`src/rtl/mem_image_loader_pkg.sv`:
```
// Shared types for the memory image loader.
// Holds the loader FSM state encoding, the load command codes, and a helper
// that maps an accepted command onto the first load phase it runs.
package loader_pkg;

  typedef enum logic [1:0] {
    IDLE     = 2'd0,
    LOAD_PIX = 2'd1,
    LOAD_WEI = 2'd2,
    FINISH   = 2'd3
  } state_e;

  localparam logic [1:0] CMD_NOP  = 2'b00;
  localparam logic [1:0] CMD_PIX  = 2'b01;
  localparam logic [1:0] CMD_WEI  = 2'b10;
  localparam logic [1:0] CMD_BOTH = 2'b11;

  // Pixels always go first when a command asks for them (01 and 11).
  function automatic state_e firstLoadState(input logic [1:0] cmd);
    return (cmd == CMD_PIX || cmd == CMD_BOTH) ? LOAD_PIX : LOAD_WEI;
  endfunction

endpackage

```
`src/rtl/mem_image_loader_if.sv`:
```
// Bundle of the loader's command, stream and memory-write signals.
//   master : the loader's view (takes command/stream, drives memory writes)
//   slave  : the environment's view (host front end plus memorywork)
// Signals:
//   start, cmd           command strobe and load selection
//   in_data, in_valid    incoming stream word and its valid
//   in_ready             loader accepts the stream word this cycle
//   data, address        write data/address towards memorywork
//   we_p, we_w           pixel / weight write strobes
//   re_RAM               memorywork read enable (low while loading)
//   GO, busy, cmd_err    start pulse, load in progress, sticky command error
interface mem_image_loader_if #(
  parameter int SIZE_1 = 8,
  parameter int ADDR_W = 13
);
  logic              start;
  logic [1:0]        cmd;
  logic [SIZE_1-1:0] in_data;
  logic              in_valid;
  logic              in_ready;
  logic [SIZE_1-1:0] data;
  logic [ADDR_W-1:0] address;
  logic              we_p;
  logic              we_w;
  logic              re_RAM;
  logic              GO;
  logic              busy;
  logic              cmd_err;

  modport master (
    input  start, cmd, in_data, in_valid,
    output in_ready, data, address, we_p, we_w, re_RAM, GO, busy, cmd_err
  );

  modport slave (
    output start, cmd, in_data, in_valid,
    input  in_ready, data, address, we_p, we_w, re_RAM, GO, busy, cmd_err
  );
endinterface

```
`src/rtl/mem_image_loader_addr_counter.sv`:
```
// Write-address counter shared by the pixel and weight load phases.
// Ports:
//   clk, srstb  clock and asynchronous active-low reset
//   clear       restart the count at zero (wins over inc)
//   inc         advance by one accepted beat
//   limit       index of the final word of the current phase
//   count       address of the next word to be written
//   last        the next beat is the final one of the phase
module load_addr_counter #(
  parameter int ADDR_W = 13
) (
  input  logic              clk,
  input  logic              srstb,
  input  logic              clear,
  input  logic              inc,
  input  logic [ADDR_W-1:0] limit,
  output logic [ADDR_W-1:0] count,
  output logic              last
);

  logic [ADDR_W-1:0] count_q;
  logic [ADDR_W-1:0] count_d;

  // The owner clears the counter on the terminal beat, so it never needs to
  // run past limit and never wraps.
  always_comb begin
    count_d = count_q;
    if (clear) begin
      count_d = '0;
    end else if (inc) begin
      count_d = count_q + 1'b1;
    end
  end

  always_ff @(posedge clk or negedge srstb) begin
    if (!srstb) begin
      count_q <= '0;
    end else begin
      count_q <= count_d;
    end
  end

  assign count = count_q;
  assign last  = (count_q == limit);

endmodule

```
`src/rtl/mem_image_loader.sv`:
```
// Initiator side of the neuroset memory-load port. Takes a byte stream and
// writes it into memorywork as pixels and/or weights at incrementing
// addresses, then pulses GO once the commanded load has completed.
// Ports:
//   clk, srstb  clock and asynchronous active-low reset
//   bus         mem_image_loader_if master modport (command, stream, writes)
module mem_image_loader
  import loader_pkg::*;
#(
  parameter int SIZE_1    = 8,
  parameter int PIX_COUNT = 784,
  parameter int WEI_COUNT = 4000,
  parameter int ADDR_W    = 13
) (
  input  logic                clk,
  input  logic                srstb,
  mem_image_loader_if.master  bus
);

  localparam logic [ADDR_W-1:0] PIX_LAST = ADDR_W'(PIX_COUNT - 1);
  localparam logic [ADDR_W-1:0] WEI_LAST = ADDR_W'(WEI_COUNT - 1);

  state_e            state_q, state_d;
  logic [1:0]        cmd_q, cmd_d;
  logic              cmdErr_q, cmdErr_d;
  logic [SIZE_1-1:0] data_q, data_d;
  logic [ADDR_W-1:0] address_q, address_d;
  logic              weP_q, weP_d;
  logic              weW_q, weW_d;

  logic              inReady;
  logic              beat;
  logic              acceptStart;
  logic              cntClear;
  logic [ADDR_W-1:0] cntLimit;
  logic [ADDR_W-1:0] count;
  logic              last;

  assign beat        = bus.in_valid & inReady;
  assign acceptStart = (state_q == IDLE) && bus.start && (bus.cmd != CMD_NOP);

  load_addr_counter #(.ADDR_W(ADDR_W)) u_counter (
    .clk   (clk),
    .srstb (srstb),
    .clear (cntClear),
    .inc   (beat),
    .limit (cntLimit),
    .count (count),
    .last  (last)
  );

  always_ff @(posedge clk or negedge srstb) begin
    if (!srstb) begin
      state_q <= IDLE;
    end else begin
      state_q <= state_d;
    end
  end

  // A combined command hops straight from the last pixel beat into the
  // weight phase so the stream never sees a dead cycle.
  always_comb begin
    state_d = state_q;
    case (state_q)
      IDLE:     if (acceptStart) state_d = firstLoadState(bus.cmd);
      LOAD_PIX: if (beat && last) state_d = (cmd_q == CMD_BOTH) ? LOAD_WEI : FINISH;
      LOAD_WEI: if (beat && last) state_d = FINISH;
      FINISH:   state_d = IDLE;
      default:  state_d = IDLE;
    endcase
  end

  // Counter restarts on every phase entry: either a fresh command or the
  // terminal beat of a phase.
  always_comb begin
    inReady  = (state_q == LOAD_PIX) || (state_q == LOAD_WEI);
    cntLimit = (state_q == LOAD_PIX) ? PIX_LAST : WEI_LAST;
    cntClear = acceptStart || (beat && last);
  end

  // Each beat becomes a one-cycle write in the following cycle; data and
  // address are held between writes.
  always_comb begin
    data_d    = data_q;
    address_d = address_q;
    weP_d     = 1'b0;
    weW_d     = 1'b0;
    cmd_d     = cmd_q;
    cmdErr_d  = cmdErr_q;
    if (beat) begin
      data_d    = bus.in_data;
      address_d = count;
      weP_d     = (state_q == LOAD_PIX);
      weW_d     = (state_q == LOAD_WEI);
    end
    if (acceptStart) begin
      cmd_d    = bus.cmd;
      cmdErr_d = 1'b0;
    end else if (bus.start) begin
      cmdErr_d = 1'b1;
    end
  end

  always_ff @(posedge clk or negedge srstb) begin
    if (!srstb) begin
      data_q    <= '0;
      address_q <= '0;
      weP_q     <= 1'b0;
      weW_q     <= 1'b0;
      cmd_q     <= CMD_NOP;
      cmdErr_q  <= 1'b0;
    end else begin
      data_q    <= data_d;
      address_q <= address_d;
      weP_q     <= weP_d;
      weW_q     <= weW_d;
      cmd_q     <= cmd_d;
      cmdErr_q  <= cmdErr_d;
    end
  end

  assign bus.in_ready = inReady;
  assign bus.data     = data_q;
  assign bus.address  = address_q;
  assign bus.we_p     = weP_q;
  assign bus.we_w     = weW_q;
  assign bus.re_RAM   = (state_q == IDLE);
  assign bus.GO       = (state_q == FINISH);
  assign bus.busy     = (state_q != IDLE);
  assign bus.cmd_err  = cmdErr_q;

endmodule

```
`src/flat_wrapper.sv`:
```
// flat-port wrapper written by rule: the top's interface ports become plain ports
module mem_image_loader_flat import loader_pkg::*;
#(
  parameter int SIZE_1    = 8,
  parameter int PIX_COUNT = 784,
  parameter int WEI_COUNT = 4000,
  parameter int ADDR_W    = 13
)
  (clk, srstb, bus_start, bus_cmd, bus_in_data, bus_in_valid, bus_in_ready, bus_data, bus_address, bus_we_p, bus_we_w, bus_re_RAM, bus_GO, bus_busy, bus_cmd_err);
  mem_image_loader_if #(.SIZE_1(SIZE_1), .ADDR_W(ADDR_W)) bus_i ();
  input  logic clk;
  input  logic srstb;
  input wire logic [$bits(bus_i.start)-1:0] bus_start;
  input wire logic [$bits(bus_i.cmd)-1:0] bus_cmd;
  input wire logic [$bits(bus_i.in_data)-1:0] bus_in_data;
  input wire logic [$bits(bus_i.in_valid)-1:0] bus_in_valid;
  output wire logic [$bits(bus_i.in_ready)-1:0] bus_in_ready;
  output wire logic [$bits(bus_i.data)-1:0] bus_data;
  output wire logic [$bits(bus_i.address)-1:0] bus_address;
  output wire logic [$bits(bus_i.we_p)-1:0] bus_we_p;
  output wire logic [$bits(bus_i.we_w)-1:0] bus_we_w;
  output wire logic [$bits(bus_i.re_RAM)-1:0] bus_re_RAM;
  output wire logic [$bits(bus_i.GO)-1:0] bus_GO;
  output wire logic [$bits(bus_i.busy)-1:0] bus_busy;
  output wire logic [$bits(bus_i.cmd_err)-1:0] bus_cmd_err;
  assign bus_i.start = bus_start;
  assign bus_i.cmd = bus_cmd;
  assign bus_i.in_data = bus_in_data;
  assign bus_i.in_valid = bus_in_valid;
  assign bus_in_ready = bus_i.in_ready;
  assign bus_data = bus_i.data;
  assign bus_address = bus_i.address;
  assign bus_we_p = bus_i.we_p;
  assign bus_we_w = bus_i.we_w;
  assign bus_re_RAM = bus_i.re_RAM;
  assign bus_GO = bus_i.GO;
  assign bus_busy = bus_i.busy;
  assign bus_cmd_err = bus_i.cmd_err;
  mem_image_loader #(.SIZE_1(SIZE_1), .PIX_COUNT(PIX_COUNT), .WEI_COUNT(WEI_COUNT), .ADDR_W(ADDR_W)) u_core (.clk(clk), .srstb(srstb), .bus(bus_i));
endmodule
```
`config.mk`:
```
export PLATFORM = sky130hd
export DESIGN_NAME = mem_image_loader_flat
export DESIGN_NICKNAME = d
export VERILOG_FILES = /design/src/rtl/mem_image_loader_pkg.sv /design/src/rtl/mem_image_loader_if.sv /design/src/rtl/mem_image_loader_addr_counter.sv /design/src/rtl/mem_image_loader.sv /design/src/flat_wrapper.sv
export SDC_FILE = /design/constraint.sdc
export NUM_CORES = 1
export LEC_CHECK = 0
export CAP_MARGIN = 0
export CELL_PAD_IN_SITES_DETAIL_PLACEMENT = 1
export CELL_PAD_IN_SITES_GLOBAL_PLACEMENT = 2
export CORE_MARGIN = 1.5
export CORE_UTILIZATION = 35
export CTS_BUF_LIST = sky130_fd_sc_hd__clkbuf_8
export CTS_CLUSTER_SIZE = 20
export DETAILED_ROUTE_END_ITERATION = 10
export PLACE_DENSITY_LB_ADDON = 0.08
export SLEW_MARGIN = 25
export SYNTH_ARGS = -nofsm -noshare
export SYNTH_HDL_FRONTEND = slang
export SYNTH_HIERARCHICAL = 1
export SYNTH_SLANG_ARGS = --single-unit
```
`constraint.sdc`:
```
create_clock -name clk -period 3.25 [get_ports clk]
set_input_delay 0.65 -clock clk [delete_from_list [all_inputs] [get_ports clk]]
set_output_delay 0.65 -clock clk [all_outputs]
set_load 0.01 [all_outputs]
```
==> flow_summary.ini, run 1 <==
[run_status]
run_status = completed

[setup_path]
cp_data_required_time_ps = 3460
worstSetupStartpointType = register
critPathMaxFanout = 7
cp.depth = 12
timing.critical_path.from = u_core/state_q[1]
critical_path.endpoint_type = register
critical_path.cell_chain = inv_1 > ha_1 > inv_1 > xor2_1 > nor4_1 > nand4_1 > nor4_2 > nand3_2 > o21ai_4 > o2111ai_4 > or3_1 > a21oi_1
biggest_cell_delay_along_the_critical_path_ps = 420
reg2reg_setup_slack_ps = 270
worstSetupPathType = reg2reg
critPathCapture = u_core/u_counter/count[7]
cp.buffers_inverters = 2
critical_path.slowest_cell = dfrtp_1
most_used_cell_along_the_critical_path = inv_1
destination_of_the_worst_register_to_register_timing_path = u_core/u_counter/count[7]
worst_ep_arrival_time_ps = 3190
r2r.worst_path.cells = 12
timing.critical_path.max_delay_family = simple AND/OR/NAND/NOR gates
timing.rr.start = u_core/state_q[1]

[floorplan]
initial_core_utilization = 0.368
die_area_um2 = 6360
coreArea_um2 = 5610
die_span_y_um = 79.8
io_pins = 42
placement_rows = 27
die_width_um = 79.8

[logic_synthesis]
yosysMostFrequentCell = dfrtp_1
seq_area_frac_synth = 0.498
synth_top_area_share = 0.498
ys.warnings.count = 6
synth_cell_type_count = 33
yosys-top-cells-count = 41 x dfrtp_1, 18 x mux2_4, 13 x xnor2_1, 12 x nor2_1
netlist_instances = 166
post_synth_edffs = 0
largest_area_contributor_in_the_synthesized_netlist = dfrtp_1
synthArstFlopShare = 1.00
postSynthAreaPerCell_um2 = 12.4
yosys_most_used_dff = dfrtp_1
synthesis.area_um2 = 2060
yosys-top-cells-area = dfrtp_1 50%, mux2_4 13%, xnor2_1 5.5%
total_of_flip_flops_plus_latches_after_synthesis = 41

[drt]
route.detailed.vias_per_inst = 4.78
antenna_violating_nets_post_route = 0
dr.pass1.iters = 4
num_vias = 1397
wire_per_inst_um = 15.6
drt-total-wl_mm = 4.55
drc_errors = 0
first_iter_violations = 35

[clock_network]
tritoncts = done
clk_transition_reported_paths_ps = 80
clock-root-buffer = clkbuf_8
ctsLongestPathBuffers = 2
cts_max_level = 2
cts-buffers-inserted = 5
clock_sink_count = 41
clk_latency_ps = 290
postCtsSetupRepairBufs = 0

[global_routing]
grt_remaining_overflow = 0
grt_util_all_layers = 0.153
grt_antenna_before_repair = 0
grt_start_max_net_pins = 42
grt_first_pass_wirelength_mm = 7.29
via_count_of_the_first_global_routing_pass = 1478

[final_layout]
area_taken_by_multi_input_logic_gates_um2 = 1020
drive_above_1_share = 0.195
synthToLayoutAreaGrowth_pct = 31.7
final_core_utilization = 0.484
seqCellArea_um2 = 1030
layout.filler_cells = 612
antenna_cells = 0
layout.nets = 238

[hold_path]
timing.hold.worst.class = in2async

[sta]
fin_skew_ps = 7.99
finalMaxSlewViolations = 0
grt_setup_unrepaired = false
timing.final.setup_violations = 0
timing_hold_violations_final = 0
setup_total_negative_slack_ps = 0
timing.final.crit_share = 0.916
hold-worst-slack_ps = 258
fmax_ghz = 0.336
period_needed_ps = 2980

[power_and_ir_drop]
vdd.ir_drop.worst_uv = 371
ratio_of_total_power_to_cell_area_nw_per_um2 = 775
power_leakage_nw = 1.23

[job]
drv_cap = 0

[placement]
finalWeightedCongestion = 0.783
port_buffers = 41
dpl.hpwl_mm = 3.15
where the power goes:
group / leakage, nW / switching [mW] / internal (mW)
logic: 0.628 / 0.427 / 0.503
registers: 0.535 / 0.114 / 0.640
clock network: 0.0626 / 0.174 / 0.247
cells by family after synthesis:
family          synth area share
compound gates            0.0558
xor+xnor                  0.0934
fa+ha+maj                 0.0303
buf+inv                   0.0303
flops                      0.498
mux                        0.162
other cells              0.00364
simple gates               0.127
layer usage:
| layer | GRT usage | wire length, um |
|---|---|---|
| met1 | 0.196 | 2100 |
| met2 | 0.253 | 2220 |
| met3 | 0.0331 | 179 |
| met4 | 0.0569 | 57 |
| met5 | 0 | 0 |
layout by cell type, fill, tap and decap left out, types with 4 or more instances in the layout:
cell	instances
dfrtp_1	41
clkdlybuf4s50_1	40
mux2_4	18
xnor2_1	13
nor2_1	12
nand2_1	9
conb_1	9
xor2_1	9
inv_1	8
clkbuf_8	6
ha_1	5
a21oi_1	4
o21ai_0	4
nand3_1	4
nand4_1	4
worst min path at each step:
| stage | start | to | depth (start not counted) |
|---|---|---|---|
| finish | srstb | u_core/bus.address[10] | 1 |
| global route | srstb | u_core/bus.address[10] | 1 |
| CTS | u_core/cmd_q[0] | u_core/cmd_q[0] | 2 |
| detailed placement | u_core/cmd_q[0] | u_core/cmd_q[0] | 2 |
| global placement | u_core/cmd_q[0] | u_core/cmd_q[0] | 2 |
| floorplan | srstb | u_core/bus.address[0] | 0 |
registers in the layout, summed over array words and instances (netlist names):
| register | cells |
|---|---|
| u_core/u_counter/count | 13 |
| u_core/bus.cmd_err | 1 |
| u_core/bus.we_p | 1 |
| u_core/state_q | 2 |
| u_core/cmd_q | 2 |
| u_core/bus.data | 8 |
| u_core/bus.we_w | 1 |
| u_core/bus.address | 13 |
per-stage QoR:
| stage | area, um2 | power [mW] | setup slack, ps | std cells |
|---|---|---|---|---|
| finish | 2720 | 2.11 | 274 | 292 |
| global route | 2720 | 2.24 | 18.9 | 292 |
| CTS | 2680 | 2.13 | 98.6 | 291 |
| detailed placement | 2560 | 1.69 | 111 | 283 |
| global placement | 2560 | 1.66 | 363 | 283 |
| floorplan | 2090 | 1.33 | 478 | 173 |
area by class of cell:
cell class                      count  share of cell area
Timing Repair Buffer               44               0.162
Inverter                            7             0.00968
Tap cell                           72              0.0332
Sequential cell                    41               0.378
Clock buffer                        6              0.0304
Clock inverter                      2              0.0124
Multi-Input combinational cell    120               0.374
what timing repair did:
| action | in CTS | in global routing |
|---|---|---|
| resized for setup | 0 | 3 |
| hold endpoints to repair | 0 | 0 |
| hold buffers | 0 | 0 |
| setup endpoints to repair | 0 | 8 |
Power figures use the tool's default switching activity.
==> run 2, diff against run 1 <==
- CTS_BUF_LIST: sky130_fd_sc_hd__clkbuf_8 -> sky130_fd_sc_hd__clkbuf_4
- REMOVE_ABC_BUFFERS: default -> 1
- SLEW_MARGIN: 25 -> default
==> flow_summary.ini, run 2 (synthesis results as in run 1) <==
[sta]
worst_slew_pin_slew_ps = 939
finalMaxSlewViolations = 0
setup_total_negative_slack_ps = 0
grt_setup_unrepaired = false
timing.max_slew.rel_slack = 0.374
fin_skew_ps = 9.84
timing.final.crit_share = 0.922
period_needed_ps = 3000
fmax_ghz = 0.334
timing_hold_violations_final = 0
timing.final.setup_violations = 0

[setup_path]
critical_path.endpoint_type = register
critPathMaxFanout = 7
cp_data_required_time_ps = 3520
worstSetupPathType = reg2reg
worst_ep_arrival_time_ps = 3270
worstSetupStartpointType = register

[floorplan]
die_span_y_um = 79.8
io_pins = 42
initial_core_utilization = 0.368
die_area_um2 = 6360
coreArea_um2 = 5610
placement_rows = 27
die_width_um = 79.8

[drt]
first_iter_violations = 41
num_vias = 1426
route.detailed.vias_per_inst = 4.90
wire_per_inst_um = 16.5
antenna_violating_nets_post_route = 0
drt-total-wl_mm = 4.82
dr.pass1.iters = 4
drc_errors = 0

[final_layout]
top_library_cells_by_usage_in_the_layout_fill_and_taps_aside = 41 x dfrtp_1, 40 x clkdlybuf4s50_1, 18 x mux2_4
layout.filler_cells = 631
synthToLayoutAreaGrowth_pct = 28.3
finalNonFillerCells = 291
layout.nets = 237
layout.cells.most_common = dfrtp_1
drive_above_1_share = 0.187
final_core_utilization = 0.472
antenna_cells = 0

[hold_path]
timing.hold.worst.class = in2async

[clock_network]
cts_resized = 0
clock_sink_count = 41
cts_max_level = 2
cts-buffers-inserted = 5
clock-root-buffer = clkbuf_4
tritoncts = done
postCtsSetupRepairBufs = 0
ctsLongestPathBuffers = 2
clk_latency_ps = 350
clk_transition_reported_paths_ps = 120
hold_buffers = 0

[placement]
port_buffers = 41
dpl.hpwl_mm = 3.49
dp_cells = 283
finalWeightedCongestion = 0.795

[run_status]
run_status = completed

[global_routing]
grt_util_all_layers = 0.167
via_count_of_the_first_global_routing_pass = 1618
grt_first_pass_wirelength_mm = 8.05
grt_remaining_overflow = 0
grt_antenna_before_repair = 0
grt_start_max_net_pins = 42

[power_and_ir_drop]
ratio_of_total_power_to_cell_area_nw_per_um2 = 761
total_power_mw = 2.01
vdd.ir_drop.worst_uv = 356
power_leakage_nw = 1.20

[job]
drv_cap = 0
[run 2: final cells by class]
class | instances | area (um2) | share of cell area
Tap cell | 72 | 90.1 | 0.0341
Multi-Input combinational cell | 120 | 1000 | 0.379
Inverter | 7 | 26.3 | 0.00993
Timing Repair Buffer | 43 | 420 | 0.159
Clock inverter | 2 | 33.8 | 0.0128
Clock buffer | 6 | 45.0 | 0.0170
Sequential cell | 41 | 1030 | 0.388
[run 2: critical path, cell delays in order (launching register included)]
cell and delay (ps):
dfrtp_1 440, inv_1 120, ha_1 190, inv_1 130, xor2_1 170, nor4_1 300
nand4_1 150, nor4_2 290, nand3_1 160, o21ai_2 180, o2111ai_4 230, or3_1 410
a21oi_1 160
[run 2: per-stage QoR]
| stage | setup slack [ps] | area, um2 | hold WS (ps) |
|---|---|---|---|
| after global routing | 4.83 | 2650 | 470 |
| after floorplan | 206 | 2050 | 354 |
| after detailed placement | 138 | 2560 | 468 |
| after global placement | 412 | 2560 | 463 |
| after CTS | 69.8 | 2640 | 460 |
| final | 252 | 2650 | 429 |
[run 2: per-layer routing]
layer / track usage / vias up / wire length (um)
li1: - / 665 / -
met3: 0.0400 / 7 / 183
met5: 0 / - / 0
met1: 0.210 / 722 / 2180
met2: 0.280 / 32 / 2390
met4: 0.0552 / 0 / 61
[run 2: report_power, final]
part	internal [mW]	leakage (nW)	switching (mW)
clock	0.169	0.0433	0.167
sequential	0.639	0.535	0.118
combinational	0.498	0.618	0.422
[run 2: final timing paths]
check,start,to,slack [ps],cells past startpoint
min in group clk,u_core/cmd_q[0],u_core/cmd_q[0],490,2
max in group asynchronous,srstb,u_core/u_counter/count[7],2230,1
worst min register to register,u_core/cmd_q[0],u_core/cmd_q[0],490,2
worst max-delay path,u_core/state_q[1],u_core/u_counter/count[5],250,12
worst max register to register,u_core/state_q[1],u_core/u_counter/count[5],250,12
worst min-delay path,srstb,u_core/bus.data[2],430,1
==> run 3, diff against run 2 <==
- SLEW_MARGIN: default -> 25
==> flow_summary.ini, run 3 (synthesis results as in run 1) <==
[run_status]
run_status = completed

[sta]
setup_total_negative_slack_ps = 0
fin_ws_ps = 252
timing.final.crit_share = 0.922
timing_hold_violations_final = 0
hold-worst-slack_ps = 266
grt_setup_unrepaired = false
timing.max_slew.rel_slack = 0.641
period_needed_ps = 3000
timing.final.setup_violations = 0
worst_slew_pin_slew_ps = 538
finalMaxSlewViolations = 0
fin_skew_ps = 9.84
fmax_ghz = 0.334

[placement]
port_buffers = 41
preCtsSetupSlack_ps = 138
dpl.hpwl_mm = 3.49
finalWeightedCongestion = 0.795
dp_cells = 283

[final_layout]
area_taken_by_multi_input_logic_gates_um2 = 1000
finalNonFillerCells = 291
antenna_cells = 0
layout.filler_cells = 630
layout.nets = 237
synthToLayoutAreaGrowth_pct = 28.4
drive_above_1_share = 0.187
seqCellArea_um2 = 1030
layout.cells.most_common = dfrtp_1
top_library_cells_by_usage_in_the_layout_fill_and_taps_aside = 41 x dfrtp_1, 40 x clkdlybuf4s50_1, 18 x mux2_4

[power_and_ir_drop]
switching_share = 0.351
vdd.ir_drop.worst_uv = 356
share_of_power_burned_in_combinational_logic = 0.457
p_int_mw = 1.31
power.net_switching_uw = 707
power_frac_seq = 0.376
total_power_mw = 2.01
ratio_of_total_power_to_cell_area_nw_per_um2 = 760
power_leakage_nw = 1.20
power.clock.fraction = 0.167

[clock_network]
cts-buffers-inserted = 5
clock-root-buffer = clkbuf_4
postCtsSetupRepairBufs = 0
ctsLongestPathBuffers = 2
clock_sink_count = 41
hold_buffers = 0
clk_transition_reported_paths_ps = 120
cts_resized = 0
tritoncts = done
clk_latency_ps = 350
cts_max_level = 2

[floorplan]
die_span_y_um = 79.8
initial_core_utilization = 0.368
coreArea_um2 = 5610
placement_rows = 27
io_pins = 42
die_area_um2 = 6360
die_width_um = 79.8

[setup_path]
worstSetupPathType = reg2reg
worstSetupStartpointType = register
timing.critical_path.from = u_core/state_q[1]
critical_path.endpoint_type = register
cp_data_required_time_ps = 3520
worst_ep_arrival_time_ps = 3270
critPathMaxFanout = 7
timing.rr.start = u_core/state_q[1]

[global_routing]
grt_remaining_overflow = 0
grt_util_all_layers = 0.167
via_count_of_the_first_global_routing_pass = 1618
grt_start_max_net_pins = 42
grt_antenna_before_repair = 0
grt_first_pass_wirelength_mm = 8.05

[drt]
met3WireLength_um = 183
dr.pass1.iters = 4
wire_per_inst_um = 16.6
drt-total-wl_mm = 4.82
dr.max_layer_used = met4
first_iter_violations = 41
wl_met2_mm = 2.40
num_vias = 1428
routed_length_on_met1_mm = 2.18
route.detailed.vias_per_inst = 4.91
antenna_violating_nets_post_route = 0
drc_errors = 0

[job]
drv_cap = 0

[hold_path]
timing.hold.worst.class = in2async
## run 3: cell counts in the layout (fill, tap and decap cells not counted)
Identical to the previous run, type by type.
## run 3: metal layers
layer	vias up	track usage
met5	-	0
met4	0	0.0552
met3	7	0.0400
met2	32	0.280
met1	724	0.210
li1	665	-
## run 3: path summary, 6_finish.rpt
check / endpoint / slack, ps / cells after the start
setup reg to reg: u_core/u_counter/count[5] / 250 / 12
max in group asynchronous: u_core/u_counter/count[7] / 2610 / 1
setup / recovery: u_core/u_counter/count[5] / 250 / 12
min in group clk: u_core/cmd_q[0] / 490 / 2
hold reg to reg: u_core/cmd_q[0] / 490 / 2
hold / removal: u_core/bus.data[2] / 270 / 1
## run 3: cell type report
cell class,instances,area share
Clock buffer,6,0.0170
Clock inverter,2,0.0128
Inverter,7,0.00992
Multi-Input combinational cell,120,0.379
Sequential cell,41,0.388
Tap cell,72,0.0340
Timing Repair Buffer,43,0.160
## run 3: critical path, stage by stage, from the launching register on
cell and delay, ps:
dfrtp_1 440, inv_1 120, ha_1 190, inv_1 130
xor2_1 170, nor4_1 300, nand4_1 150, nor4_2 290
nand3_1 160, o21ai_2 180, o2111ai_4 230, or3_1 410
a21oi_1 160
## run 3: power groups by stage
stage          clock [mW]  sequential (mW)  combinational, mW
2_1_floorplan           0            0.781              0.518
3_3_place_gp            0            0.755              0.901
3_5_place_dp            0            0.774              0.931
4_1_cts             0.349            0.763              0.934
5_1_grt             0.370            0.775              0.991
6_report            0.336            0.757              0.920
## run 3: through the flow
stage | utilization | instance area, um2
CTS | 0.471 | 2640
detailed placement | 0.457 | 2560
floorplan | - | 2050
finish | 0.472 | 2650
global placement | 0.457 | 2560
global route | 0.472 | 2650
